### src/rtl/fft_bin_serializer.sv
// Captures 16 parallel FFT bins into ping-pong frame buffers and streams them one bin per beat.
// Define FBS_MAG_EN to add the out_mag port (re^2 + im^2, aligned with out_re/out_im).
module fft_bin_serializer (
   input  logic               clk,
   input  logic               rst,
   input  logic               fft_valid,
   input  logic [31:0]        fft_d0,
   input  logic [31:0]        fft_d1,
   input  logic [31:0]        fft_d2,
   input  logic [31:0]        fft_d3,
   input  logic [31:0]        fft_d4,
   input  logic [31:0]        fft_d5,
   input  logic [31:0]        fft_d6,
   input  logic [31:0]        fft_d7,
   input  logic [31:0]        fft_d8,
   input  logic [31:0]        fft_d9,
   input  logic [31:0]        fft_d10,
   input  logic [31:0]        fft_d11,
   input  logic [31:0]        fft_d12,
   input  logic [31:0]        fft_d13,
   input  logic [31:0]        fft_d14,
   input  logic [31:0]        fft_d15,
   input  logic               out_ready,
   output logic               out_valid,
   output logic [3:0]         out_idx,
   output logic signed [15:0] out_re,
   output logic signed [15:0] out_im,
   output logic               out_last,
`ifdef FBS_MAG_EN
   output logic [32:0]        out_mag,
`endif
   output logic               drop,
   output logic [7:0]         drop_cnt
);

   typedef enum logic {IDLE, SEND} state_t;

   state_t                state;
   logic [1:0][15:0][31:0] bufm;
   logic [15:0][31:0]      din;
   logic [1:0]             full, full_nxt;
   logic                   wsel, rsel;
   logic                   hs, rel, cap, ld, ld_sel;
   logic [3:0]             ld_idx;
   logic [31:0]            ld_bin;

   assign din = {fft_d15, fft_d14, fft_d13, fft_d12, fft_d11, fft_d10, fft_d9, fft_d8,
                 fft_d7, fft_d6, fft_d5, fft_d4, fft_d3, fft_d2, fft_d1, fft_d0};

   always_comb begin
      hs  = (state == SEND) && out_ready;
      rel = hs && (out_idx == 4'd15);
      // A buffer released by this cycle's last handshake may take the incoming frame.
      cap = fft_valid && (!full[wsel] || (rel && (rsel == wsel)));
      full_nxt = full;
      if (rel) full_nxt[rsel] = 1'b0;
      if (cap) full_nxt[wsel] = 1'b1;
      ld     = 1'b0;
      ld_sel = rsel;
      ld_idx = 4'd0;
      if (state == IDLE) begin
         ld = full[rsel];
      end else if (hs) begin
         if (out_idx != 4'd15) begin
            ld     = 1'b1;
            ld_idx = out_idx + 4'd1;
         end else begin
            ld_sel = ~rsel;
            ld     = full[~rsel];
         end
      end
      ld_bin = bufm[ld_sel][ld_idx];
   end

`ifdef FBS_MAG_EN
   logic signed [31:0] pre, pim;
   logic [32:0]        mag_nxt;
   always_comb begin
      pre     = $signed(ld_bin[31:16]) * $signed(ld_bin[31:16]);
      pim     = $signed(ld_bin[15:0]) * $signed(ld_bin[15:0]);
      mag_nxt = {1'b0, pre} + {1'b0, pim};
   end
`endif

   always_ff @(posedge clk) begin
      if (rst && cap) bufm[wsel] <= din;
   end

   always_ff @(posedge clk) begin
      if (!rst) begin
         state     <= IDLE;
         full      <= 2'b00;
         wsel      <= 1'b0;
         rsel      <= 1'b0;
         out_valid <= 1'b0;
         out_idx   <= 4'd0;
         out_re    <= '0;
         out_im    <= '0;
         out_last  <= 1'b0;
`ifdef FBS_MAG_EN
         out_mag   <= '0;
`endif
         drop      <= 1'b0;
         drop_cnt  <= 8'd0;
      end else begin
         full <= full_nxt;
         if (cap) wsel <= ~wsel;
         if (rel) rsel <= ~rsel;
         drop <= fft_valid && !cap;
         if (fft_valid && !cap && drop_cnt != 8'hFF) drop_cnt <= drop_cnt + 8'd1;
         if (ld) begin
            state     <= SEND;
            out_valid <= 1'b1;
            out_idx   <= ld_idx;
            out_re    <= ld_bin[31:16];
            out_im    <= ld_bin[15:0];
            out_last  <= (ld_idx == 4'd15);
`ifdef FBS_MAG_EN
            out_mag   <= mag_nxt;
`endif
         end else if (hs) begin
            state     <= IDLE;
            out_valid <= 1'b0;
            out_last  <= 1'b0;
         end
      end
   end

endmodule

### config.mk
export PLATFORM = sky130hd
export DESIGN_NAME = fft_bin_serializer
export DESIGN_NICKNAME = d
export VERILOG_FILES = /design/src/rtl/fft_bin_serializer.sv
export SDC_FILE = /design/constraint.sdc
export NUM_CORES = 1
export LEC_CHECK = 0
export CORE_UTILIZATION = 40
export CTS_BUF_LIST = sky130_fd_sc_hd__clkbuf_4 sky130_fd_sc_hd__clkbuf_8
export CTS_CLUSTER_DIAMETER = 100
export CTS_CLUSTER_SIZE = 24
export DETAILED_ROUTE_END_ITERATION = 16
export SETUP_SLACK_MARGIN = 0.02
export SYNTH_ARGS = -nofsm -noshare
export SYNTH_HDL_FRONTEND = slang
export SYNTH_SLANG_ARGS = --single-unit
### constraint.sdc
create_clock -name clk -period 54.5 [get_ports clk]
set_input_delay 5.45 -clock clk [delete_from_list [all_inputs] [get_ports clk]]
set_output_delay 5.45 -clock clk [all_outputs]
set_load 0.02 [all_outputs]
==> impl_results.md, run 1 <==
- Initial DRC Count: 2373
- Crit path launch type: primary input
- WP data arrival: 9900 ps
- Port bufs: 562
- Ys async rst share: 0
- Routed wire per std cell: 27.49 um
- GPL Wtd Cong: 0.8673
- Data required, critical path: 54920 ps
- Antenna viol nets, final: 0
- Via Count: 27001
- Post-Route WL: 132.2 mm
- Largest net degree at the start of global routing: 163
- P_leak: 0.01583 uW
- Vias in the first global route: 26923
- Root Buffer: clkbuf_8
- Total congestion overflow: 0
- Period utilization: 0.1740
- Sequential area share after synthesis: 0.7144
- Setup Viol. Count Final: 0
- Layout cell share with drive strength beyond 1: 0.07580
- Unique masters post-synth: 69
- Post-CTS Setup Bufs: 0
- Post-synth EDFFs: 1024
- Initial antenna violation count: 71
- Reg2reg path depth: 5
- Crit path kind: in -> reg
- CTS hold repair buffers: 0
- Area leader, netlist: edfxtp_1
- Post-Syn Nets: 3305
- Worst relative slew slack: 0.2296
- Hold path depth: 2
- Endpoints failing hold: 0
- Launching point of the worst reg2reg path: state$_SDFFE_PN0P_
- RSZ-0062 raised after global routing: false
- Nets: 3772
- Netlist Area Pre-Place: 0.04447 mm2
- Status: finished, final reports clean
- Max Fclk: 105.5 MHz
- Vias per cell: 5.616
- Max_cap viols: 0
- Slew Viols, Final: 0
- Post-route DRC: 0
- Initial core utilization: 0.4057
- Die Area: 0.1125 mm2
- Post-synth top area share: 0.6914
- Worst Hold End: out_im[2]$_SDFFE_PN0P_
- Synth warnings: 0
- TritonCTS clock tree: yes
- Minimum clock period: 9480 ps
- Cell Pwr Density: 27.62 mW/mm2
- Cells after synthesis: 2787
- Crit Path Max Fanout: 154
- Worst Tran Pin Value: 1156 ps
- Max VDD drop: 0.00002481 V
- Min-delay src: out_im[2]$_SDFFE_PN0P_
- FF+latch count, synth: 1075
- Longest Clk Path Bufs: 3
- Core Box Area: 0.1096 mm2
- Final Util: 0.4799
- Synth top cells by count: 1024 x edfxtp_1, 487 x mux2i_1, 165 x nand2_1
- Worst-path clk slew: 140 ps
- Clk sink count: 1075
- Post-DP HPWL: 91.11 mm
- Die H: 335.4 um
- Nature of the critical path endpoint: flip-flop
- Worst clock skew: 60.57 ps
- First-pass GRT wire length: 185.3 mm
- Setup TNS: 0 ps
- RR Endpoint: bufm[550]$_DFFE_PP_
- CTS buffer count: 53
- Dominant synthesized flop cell: edfxtp_1
- Total track usage: 0.2286
- DRT Pass-1 Iters: 7
- Post-CTS sizing: 0
- Die width: 335.4 um
- Hold Crit Class: reg -> reg
- Top Ports: 563
- Top cells by area, synth: edfxtp_1 69%, mux2i_1 11%, a221oi_1 2.5%, dfxtp_1 2.3%, mux2_2 2.0%
- R2R setup slack: 49660 ps
- Most common cell in the netlist: edfxtp_1
- H-tree depth: 2
- Area grow syn2layout: 18.29%
- Syn Area/Cell: 15.96 um2
- Rows: 121
- Clk_lat worst skew: 790 ps
==> logic make-up (layout without fill, tap and decap cells) <==
group,count (synthesis),after routing,synth area share
AO/OA/AOI/OAI,642,642,0.09935
XOR/XNOR,9,9,0.001772
other,0,34,0
AND/OR/NAND/NOR,293,293,0.02985
flip-flops,1075,1075,0.7144
buffers and inverters,197,708,0.02369
multiplexers,569,569,0.1304
adder cells (fa/ha/maj),2,2,0.0005626
==> worst max path at each step <==
stage,startpoint,endpoint,slack (ps),cells past startpoint
floorplan,out_ready,bufm[0]$_DFFE_PP_,9580,3
global placement,out_ready,bufm[1001]$_DFFE_PP_,44260,6
detailed placement,out_ready,bufm[1003]$_DFFE_PP_,44110,6
CTS,out_ready,bufm[619]$_DFFE_PP_,44980,6
global route,out_ready,bufm[619]$_DFFE_PP_,44730,6
finish,out_ready,bufm[550]$_DFFE_PP_,45020,6
==> area by class of cell <==
type	count	area [um2]
inverters	6	22.52
well taps	1476	1847
multi-input cells	1515	11710
repair buffers	603	6021
fillers	9420	57000
clock inverters	6	93.84
clock buffers	93	1055
diodes	34	85.08
flip-flops and latches	1075	31770
==> critical path: stages <==
cell,delay (ps)
clkdlybuf4s50_1,590
nand2_2,540
o31ai_1,690
and4_4,1010
buf_12,580
buf_4,900
==> cells in the final DEF (no fill, tap or decap), types with 22 or more instances in the layout <==
cell	n
edfxtp_1	1024
clkdlybuf4s50_1	562
mux2i_1	487
nand2_1	160
a21oi_1	136
a221oi_1	125
o21ai_0	113
mux2_2	78
clkbuf_8	57
dfxtp_1	50
a22oi_1	46
a211oi_1	39
a31oi_1	36
clkbuf_4	36
nor2_1	35
diode_2	34
buf_4	34
o22ai_1	30
nand3_1	22
==> state kept, by name, indices dropped and copies added, names as in the netlist <==
register,count
drop_cnt,8
bufm,1024
out_last,1
out_im,16
rsel,1
out_re,16
full,2
state,1
drop,1
out_idx,4
wsel,1
==> metal layers <==
layer | share of wire | routed length [um] | track usage | up-vias
met5 | 0.0029 | 377 | 0 | -
met4 | 0.032 | 4219 | 0.08656 | 56
met3 | 0.093 | 12250 | 0.06214 | 223
met2 | 0.48 | 63420 | 0.3705 | 1009
met1 | 0.39 | 51930 | 0.2919 | 13577
li1 | - | - | - | 12136
==> power breakdown <==
group	total (uW)	internal [uW]	switching (uW)
combinational	131	56.8	74.2
sequential	948	937	10.1
clock	374	126	248
total	1450	1120	333
==> through the flow <==
stage | cells | hold slack [ps] | total power, uW | setup slack, ps | area, um2
6_report | 4808 | 469.9 | 1453 | 45020 | 52610
5_1_grt | 4801 | 496.4 | 1498 | 44730 | 52590
4_1_cts | 4774 | 471.9 | 1465 | 44980 | 52520
3_5_place_dp | 4675 | 445.3 | 1097 | 44110 | 51370
3_3_place_gp | 4675 | 440.3 | 1093 | 44260 | 51370
2_1_floorplan | 2787 | 495.1 | 1044 | 9584 | 44470
Power figures use the tool's default switching activity.
==> inputs of run 2 (changes only) <==
==> constraint.sdc (replaced) <==
create_clock -name clk -period 8 [get_ports clk]
set_input_delay 0.8 -clock clk [delete_from_list [all_inputs] [get_ports clk]]
set_output_delay 0.8 -clock clk [all_outputs]
set_load 0.02 [all_outputs]
==> impl_results.md, run 2 (same netlist as run 1, synthesis figures left out) <==
- Status: finished, final reports clean
- CTS hold repair buffers: 0
- Port bufs: 562
- Initial core utilization: 0.4057
- Ordered list of cells on the worst path: ha_1 > and3_2 > nor3_4 > buf_4 > nor2_2 > a221oi_1 > a2111oi_0 > o31ai_1
- Worst Tran Pin Value: 1195 ps
- Post-Route WL: 135.9 mm
- Root Buffer: clkbuf_8
- Top Ports: 563
- Max_cap viols: 0
- Endpoints failing hold: 0
- Post-route DRC: 0
- Final Util: 0.4797
- Worst clock skew: 40.92 ps
- Post-DP HPWL: 94.05 mm
- Commonest non-fill, non-tap cell in the layout: edfxtp_1
- Total congestion overflow: 0
- Minimum clock period: 4758 ps
- Nets: 3769
- Longest Clk Path Bufs: 3
- H-tree depth: 2
- Via Count: 27453
- Period utilization: 0.5947
- Post-CTS Setup Bufs: 0
- Initial antenna violation count: 63
- Post-CTS sizing: 0
- RSZ-0062 raised after global routing: false
- Crit path launch type: flip-flop
- Critical-path top delay cell: nor2_2
- Max VDD drop: 0.0001206 V
- Max Fclk: 210.2 MHz
- WP data arrival: 5430 ps
- Die width: 335.4 um
- Worst relative slew slack: 0.1979
- DRT Pass-1 Iters: 5
- P_leak: 0.01580 uW
- Setup TNS: 0 ps
- GPL Wtd Cong: 0.8557
- First-pass GRT wire length: 190.3 mm
- Hold Crit Class: reg -> reg
- Crit Path Max Fanout: 52
- Clk_lat worst skew: 790 ps
- Commonest non-fill, non-tap cells in the layout: 1024 x edfxtp_1, 562 x clkdlybuf4s50_1, 487 x mux2i_1
- Overall power: 9880 uW
- Vias in the first global route: 27267
- Die Area: 0.1125 mm2
- Data required, critical path: 8670 ps
- CTS buffer count: 52
- Biggest register: bufm
- Clk sink count: 1075
- Post-route cell area: 0.05258 mm2
- Rows: 121
- Setup Viol. Count Final: 0
- Worst-path clk slew: 140 ps
- Largest net degree at the start of global routing: 177
- Layout cell share with drive strength beyond 1: 0.07590
- Nature of the critical path endpoint: flip-flop
- Crit path kind: reg -> reg
- Biggest regs: bufm (1024), out_im (16), out_re (16)
- Max reg flops: 1024
- Antenna viol nets, final: 0
- TritonCTS clock tree: yes
- Worst path max stage delay: 920 ps
- Area grow syn2layout: 18.23%
- Slew Viols, Final: 0
- Die H: 335.4 um
- Cell Pwr Density: 187.9 mW/mm2
- Core Box Area: 0.1096 mm2
- Total track usage: 0.2346
- Initial DRC Count: 2967
- Placed Instance Area: 0.05142 mm2
- Routed wire per std cell: 28.31 um
- Vias per cell: 5.718
## run 2: cell types whose count changed in the layout (fill, tap and decap cells not counted), moves of 2 or more
cell	delta
buf_4	-3
clkbuf_8	-3
diode_2	-3
clkinvlp_4	+2
dfxtp_1	-2
dfxtp_2	+2
## run 2: power breakdown
group | internal (uW) | switching [uW]
registers | 6390 | 72.8
logic | 388 | 519
clock network | 820 | 1690
## run 2: routing by layer
metal	part of all wire	GRT usage	vias up
li1	-	-	12131
met1	0.40	0.3041	13963
met2	0.49	0.3841	1120
met3	0.088	0.05821	203
met4	0.027	0.07831	36
met5	0.0017	0	-
## run 2: final timing paths
| path | end | slack [ps] | cells past startpoint | start |
|---|---|---|---|---|
| setup / recovery | out_im[3]$_SDFFE_PN0P_ | 3240 | 8 | out_idx[0]$_SDFFE_PN0P_ |
| hold / removal | out_im[4]$_SDFFE_PN0P_ | 490 | 2 | out_im[4]$_SDFFE_PN0P_ |
| setup reg to reg | out_im[3]$_SDFFE_PN0P_ | 3240 | 8 | out_idx[0]$_SDFFE_PN0P_ |
| hold reg to reg | out_im[4]$_SDFFE_PN0P_ | 490 | 2 | out_im[4]$_SDFFE_PN0P_ |
## run 2: per-stage QoR
stage          cells  hold slack (ps)  setup WS, ps
6_report        4801            490.4          3242
5_1_grt         4796            498.6          3061
3_3_place_gp    4673            448.4          3439
2_1_floorplan   2787            505.0         -6427
4_1_cts         4770            477.5          3282
3_5_place_dp    4673            461.6          3319
## run 2: critical path: cells and delay by family, from the launching register on
family,cells,cell delay [ps]
flip-flops,1,620
AO/OA/AOI/OAI,3,1290
buffers and inverters,1,390
adder cells (fa/ha/maj),1,440
AND/OR/NAND/NOR,3,1860
## run 2: final cells by class
class | count | area [um2]
antenna | 31 | 77.57
clock buffer | 90 | 1013
clock inverter | 7 | 72.57
fill | 9382 | 57030
inverter | 6 | 22.52
multi-input combinational | 1515 | 11750
sequential | 1075 | 31780
tap | 1476 | 1847
timing repair buffer | 601 | 6018
